`config.mk`:
```
export PLATFORM = sky130hd
export DESIGN_NAME = cla_serial_adder_flat
export DESIGN_NICKNAME = d
export VERILOG_FILES = /design/src/rtl/cla_serial_adder_pkg.sv /design/src/rtl/cla_serial_adder_if.sv /design/src/rtl/cla_serial_adder_cla4.sv /design/src/rtl/cla_serial_adder.sv /design/src/flat_wrapper.sv
export SDC_FILE = /design/constraint.sdc
export NUM_CORES = 1
export LEC_CHECK = 0
export CAP_MARGIN = 20
export CORE_AREA = 5 5 72 140
export CTS_CLUSTER_DIAMETER = 30
export DETAILED_ROUTE_END_ITERATION = 10
export DIE_AREA = 0 0 77 145
export PLACE_DENSITY = 0.66
export SYNTH_ARGS = -nofsm -noshare
export SYNTH_HDL_FRONTEND = slang
export SYNTH_HIERARCHICAL = 1
export SYNTH_SLANG_ARGS = --single-unit
export TNS_END_PERCENT = 30
```
`constraint.sdc`:
```
create_clock -name clk -period 2.25 [get_ports clk]
set_input_delay 0.45 -clock clk [delete_from_list [all_inputs] [get_ports clk]]
set_output_delay 0.45 -clock clk [all_outputs]
set_load 0.05 [all_outputs]
```
`src/rtl/cla_serial_adder_pkg.sv`:
```
// Shared definitions for the nibble-serial CLA adder: FSM encodings, digit width, overflow helper.
package cla_serial_adder_pkg;

  localparam int unsigned NIB_W = 4;

  localparam logic [1:0] ST_IDLE = 2'd0;
  localparam logic [1:0] ST_RUN  = 2'd1;
  localparam logic [1:0] ST_DONE = 2'd2;

  // Two's-complement overflow from the operand and sum sign bits
  function automatic logic ovf_of(input logic a_msb, input logic b_msb, input logic s_msb);
    return (a_msb == b_msb) && (s_msb != a_msb);
  endfunction

endpackage

```
`src/rtl/cla_serial_adder_if.sv`:
```
// Operand/result handshake bundle for cla_serial_adder; sub exists only when SUBTRACT_EN is defined.
interface cla_serial_adder_if #(
  parameter int unsigned WIDTH = 16
);
  logic             in_valid;
  logic             in_ready;
  logic [WIDTH-1:0] a;
  logic [WIDTH-1:0] b;
  logic             cin;
`ifdef SUBTRACT_EN
  logic             sub;
`endif
  logic             out_valid;
  logic             out_ready;
  logic [WIDTH-1:0] sum;
  logic             cout;
  logic             ovf;

  modport master (
    output in_valid, a, b, cin,
`ifdef SUBTRACT_EN
    output sub,
`endif
    output out_ready,
    input  in_ready, out_valid, sum, cout, ovf
  );

  modport slave (
    input  in_valid, a, b, cin,
`ifdef SUBTRACT_EN
    input  sub,
`endif
    input  out_ready,
    output in_ready, out_valid, sum, cout, ovf
  );
endinterface

```
`src/rtl/cla_serial_adder_cla4.sv`:
```
// 4-bit carry-lookahead adder slice with group propagate/generate outputs.
module cla_serial_adder_cla4
  import cla_serial_adder_pkg::*;
(
  input  logic [NIB_W-1:0] a,
  input  logic [NIB_W-1:0] b,
  input  logic             ci,
  output logic [NIB_W-1:0] s,
  output logic             co,
  output logic             pg,
  output logic             gg
);
  logic [NIB_W-1:0] p;
  logic [NIB_W-1:0] g;
  logic [NIB_W:0]   c;

  assign p    = a ^ b;
  assign g    = a & b;
  assign c[0] = ci;
  assign c[1] = g[0] | (p[0] & c[0]);
  assign c[2] = g[1] | (p[1] & g[0]) | (p[1] & p[0] & c[0]);
  assign c[3] = g[2] | (p[2] & g[1]) | (p[2] & p[1] & g[0]) | (p[2] & p[1] & p[0] & c[0]);
  assign gg   = g[3] | (p[3] & g[2]) | (p[3] & p[2] & g[1]) | (p[3] & p[2] & p[1] & g[0]);
  assign pg   = &p;
  assign c[4] = gg | (pg & c[0]);
  assign s    = p ^ c[NIB_W-1:0];
  assign co   = c[NIB_W];

endmodule

```
`src/rtl/cla_serial_adder.sv`:
```
// Nibble-serial WIDTH-bit adder: one CLA4 slice, registered carry, valid/ready in and out.
// Define SUBTRACT_EN to add the sub input (b inverted and cin forced to 1 at latch time).
module cla_serial_adder
  import cla_serial_adder_pkg::*;
#(
  parameter int unsigned WIDTH = 16
) (
  input logic               clk,
  input logic               rst_n,
  cla_serial_adder_if.slave bus
);
  localparam int unsigned NIBS  = WIDTH / NIB_W;
  localparam int unsigned CNT_W = (NIBS > 1) ? $clog2(NIBS) : 1;

  logic [1:0]       state;
  logic [1:0]       state_nx;
  logic             accept_c;
  logic             last_c;
  logic             release_c;

  logic [WIDTH-1:0] a_sh;
  logic [WIDTH-1:0] b_sh;
  logic [WIDTH-1:0] sum_sh;
  logic [WIDTH-1:0] sum_nx;
  logic             carry;
  logic [CNT_W-1:0] count;

  logic [NIB_W-1:0] nib_s;
  logic             nib_co;
  logic             pg;
  logic             gg;
  logic             unused_pg_gg;

  cla_serial_adder_cla4 u_cla4 (
    .a  (a_sh[NIB_W-1:0]),
    .b  (b_sh[NIB_W-1:0]),
    .ci (carry),
    .s  (nib_s),
    .co (nib_co),
    .pg (pg),
    .gg (gg)
  );

  assign unused_pg_gg = pg ^ gg;

  // Result digit enters at the MSB end so the last digit lands in the top nibble
  assign sum_nx = (sum_sh >> NIB_W) | (WIDTH'(nib_s) << (WIDTH - NIB_W));

  assign bus.in_ready = (state == ST_IDLE);

  always_ff @(posedge clk or negedge rst_n) begin
    if (!rst_n) state <= ST_IDLE;
    else        state <= state_nx;
  end

  always_comb begin
    state_nx  = state;
    accept_c  = 1'b0;
    last_c    = 1'b0;
    release_c = 1'b0;
    case (state)
      ST_IDLE: if (bus.in_valid) begin
        accept_c = 1'b1;
        state_nx = ST_RUN;
      end
      ST_RUN: if (count == CNT_W'(NIBS - 1)) begin
        last_c   = 1'b1;
        state_nx = ST_DONE;
      end
      ST_DONE: if (bus.out_valid && bus.out_ready) begin
        release_c = 1'b1;
        state_nx  = ST_IDLE;
      end
      default: state_nx = ST_IDLE;
    endcase
  end

  // Operand shift registers, carry and digit counter
  always_ff @(posedge clk or negedge rst_n) begin
    if (!rst_n) begin
      a_sh   <= '0;
      b_sh   <= '0;
      sum_sh <= '0;
      carry  <= 1'b0;
      count  <= '0;
    end else if (accept_c) begin
      a_sh  <= bus.a;
`ifdef SUBTRACT_EN
      b_sh  <= bus.sub ? ~bus.b : bus.b;
      carry <= bus.sub | bus.cin;
`else
      b_sh  <= bus.b;
      carry <= bus.cin;
`endif
      count <= '0;
    end else if (state == ST_RUN) begin
      a_sh   <= a_sh >> NIB_W;
      b_sh   <= b_sh >> NIB_W;
      sum_sh <= sum_nx;
      carry  <= nib_co;
      count  <= count + CNT_W'(1);
    end
  end

  // Result registers hold until the next operation completes; the top digit still sits in a_sh/b_sh
  always_ff @(posedge clk or negedge rst_n) begin
    if (!rst_n) begin
      bus.sum       <= '0;
      bus.cout      <= 1'b0;
      bus.ovf       <= 1'b0;
      bus.out_valid <= 1'b0;
    end else if (last_c) begin
      bus.sum       <= sum_nx;
      bus.cout      <= nib_co;
      bus.ovf       <= ovf_of(a_sh[NIB_W-1], b_sh[NIB_W-1], nib_s[NIB_W-1]);
      bus.out_valid <= 1'b1;
    end else if (release_c) begin
      bus.out_valid <= 1'b0;
    end
  end

endmodule

```
`src/flat_wrapper.sv`:
```
// flat-port wrapper written by rule: the top's interface ports become plain ports
module cla_serial_adder_flat import cla_serial_adder_pkg::*;
#(
  parameter int unsigned WIDTH = 16
)
  (clk, rst_n, bus_in_valid, bus_a, bus_b, bus_cin, bus_out_ready, bus_in_ready, bus_out_valid, bus_sum, bus_cout, bus_ovf);
  cla_serial_adder_if #(.WIDTH(WIDTH)) bus_i ();
  input logic clk;
  input logic rst_n;
  input wire logic [$bits(bus_i.in_valid)-1:0] bus_in_valid;
  input wire logic [$bits(bus_i.a)-1:0] bus_a;
  input wire logic [$bits(bus_i.b)-1:0] bus_b;
  input wire logic [$bits(bus_i.cin)-1:0] bus_cin;
  input wire logic [$bits(bus_i.out_ready)-1:0] bus_out_ready;
  output wire logic [$bits(bus_i.in_ready)-1:0] bus_in_ready;
  output wire logic [$bits(bus_i.out_valid)-1:0] bus_out_valid;
  output wire logic [$bits(bus_i.sum)-1:0] bus_sum;
  output wire logic [$bits(bus_i.cout)-1:0] bus_cout;
  output wire logic [$bits(bus_i.ovf)-1:0] bus_ovf;
  assign bus_i.in_valid = bus_in_valid;
  assign bus_i.a = bus_a;
  assign bus_i.b = bus_b;
  assign bus_i.cin = bus_cin;
  assign bus_i.out_ready = bus_out_ready;
  assign bus_in_ready = bus_i.in_ready;
  assign bus_out_valid = bus_i.out_valid;
  assign bus_sum = bus_i.sum;
  assign bus_cout = bus_i.cout;
  assign bus_ovf = bus_i.ovf;
  cla_serial_adder #(.WIDTH(WIDTH)) u_core (.clk(clk), .rst_n(rst_n), .bus(bus_i));
endmodule
```
==> impl_metrics.tcl <==
set metrics [dict create \
    r2r_slack_ns 0.38 \
    ant_nets 0 \
    numCtsBuffers 9 \
    num_rows 49 \
    layout_setup_ws_ns 0.271 \
    outcome "completed" \
    start_kind "flop" \
    hold_buffers 0 \
    place_ws_ns 0.403 \
    die_h_um 145 \
    finalHoldViolCount 0 \
    via_per_inst 4.83 \
    hold_class "in -> async" \
    syn_inst 279 \
    grt_antenna_before_repair 0 \
    maxCapViolations 0 \
    critPathMaxStageDelay_ns 0.82 \
    hpwl_um 4200 \
    crit_buf_inv 1 \
    syn_area_per_cell_um2 10.8 \
    grt_max_degree 69 \
    cp_cell_sequence "clkdlybuf4s50_1" \
    dieArea_um2 11200 \
    cp.required_ns 1.80 \
    cp_slowest_cell "clkdlybuf4s50_1" \
    startpoint "u_core/bus.out_valid" \
    top_level_ports 57 \
    drive_above_1_share_pct 10.3 \
    firstDrtPassIters 5 \
    drv_slew 0 \
    leakagePower_nw 1.87 \
    finalCritPeriodShare_pct 88.0 \
    fillers 846 \
    drc_errors 0 \
    grt_use_total_pct 11.8 \
    drt-total-wl_um 6240 \
    crit_family "buffers and inverters" \
    globalplace.congestion 0.693 \
    overflow 0 \
    fmaxAchievable_mhz 505 \
    seq_power_share_pct 34.8 \
    fin_area_um2 3920 \
    root_buffer "clkbuf_16" \
    relSlewSlack_pct 62.8 \
    tightest_slew_ns 0.556 \
    p_sw_mw 2.45 \
    synth_warnings 6 \
    syn_area_um2 3020 \
    synth_nets 322 \
    grt_pass1_wl_um 10500 \
    htree_num_levels 3 \
    regToRegStartpoint "u_core/a_sh[1]" \
    clk_pin_slew_ns 0.05 \
    p_clk_share_pct 21.7 \
    placed_cell_area_um2 3630 \
    end_kind "primary output" \
    p_int_mw 3.61 \
    peakVddDrop_uv 650 \
    grt_pass1_vias 2145 \
    arrival_ns 1.53 \
    min_period_ns 1.98 \
    power_density_nw_per_um2 1550 \
    port_buffers 56 \
    initial_core_util_pct 34.0 \
    postCtsSetupRepairBufs 0 \
    grt_setup_unrepaired "false" \
    core-area_um2 8890 \
    crit_type "reg -> out" \
    clockBufferDepth 2 \
    die-width_um 77 \
    fin_skew_ns 0.00262 \
    via_count 2128 \
    cts.sinks 68 \
    tns_ns 0 \
    antenna_cells 0 \
    fin_nets 378 \
    drt-initial-drc-count 106 \
    syn2layout_area_growth_pct 29.7 \
    crit_fanout 4 \
    wl_per_cell_um 14.1 \
    ctsResizeCount 0 \
    cts_tree "yes" \
    clkLatencyLatePin_ns 0.32 \
    swShare_pct 40.4 \
    combPwrFrac_pct 43.5 \
    p_total_mw 6.05 \
    setup_viol 0 \
]
## metrics by stage
step	instances	hold slack, ns	utilization (%)
6_report	441	0.154	44.0
3_5_place_dp	426	0.461	40.8
5_1_grt	441	0.186	44.0
4_1_cts	441	0.161	44.0
2_1_floorplan	279	0.154	-
3_3_place_gp	426	0.451	40.8
## placed cells by master, fill, tap and decap left out, drive strengths merged
cell and count:
xnor2 2, ha 5, clkinv 1, a41oi 1
nor2b 1, a21oi 5, nor2 2, xor2 1
a22oi 25, buf 6, and3b 1, o21bai 2
dfrtp 68, nand2 108, inv 6, clkdlybuf4s50 54
fa 1, a21o 2, o21ai 14, nor3b 1
nand3b 1, clkbuf 14, nand2b 1, mux2 17
## state kept, by name, indices dropped and copies added (netlist names)
register / count
u_core/a_sh: 16
u_core/state: 2
u_core/carry: 1
u_core/sum_sh: 12
u_core/bus.cout: 1
u_core/bus.sum: 16
u_core/bus.out_valid: 1
u_core/count: 2
u_core/bus.ovf: 1
u_core/b_sh: 16
## power groups by stage
stage	clock, mW	sequential [mW]	combinational, mW
2_1_floorplan	0	2.52	1.57
6_report	1.32	2.10	2.63
5_1_grt	1.39	2.19	2.91
3_3_place_gp	0	2.11	2.59
3_5_place_dp	0	2.13	2.67
4_1_cts	1.34	2.12	2.69
## area by class of cell
cell class              count  area, um2  share of cell area [%]
well taps                 102        128                    3.26
inverters                   6       22.5                   0.575
flip-flops and latches     68       1700                    43.5
multi-input cells         190       1170                    29.8
clock buffers              14        284                    7.25
clock inverters             1       5.00                   0.128
repair buffers             60        608                    15.5
## final timing paths
check	endpoint	cells after the start
worst min-delay path	u_core/sum_sh[7]	2
worst max-delay path	bus_out_valid	1
min in group clk	u_core/sum_sh[6]	2
worst max register to register	u_core/bus.ovf	7
worst min register to register	u_core/sum_sh[6]	2
max in group asynchronous	u_core/b_sh[13]	2
## routing by layer
metal	share of wire [%]	vias up	track usage (%)
li1	-	1043	-
met1	40	1018	13.9
met2	53	57	20.1
met3	4.8	10	2.48
met4	2.0	0	5.94
met5	0	-	0
(Power assumes the default switching activity.)
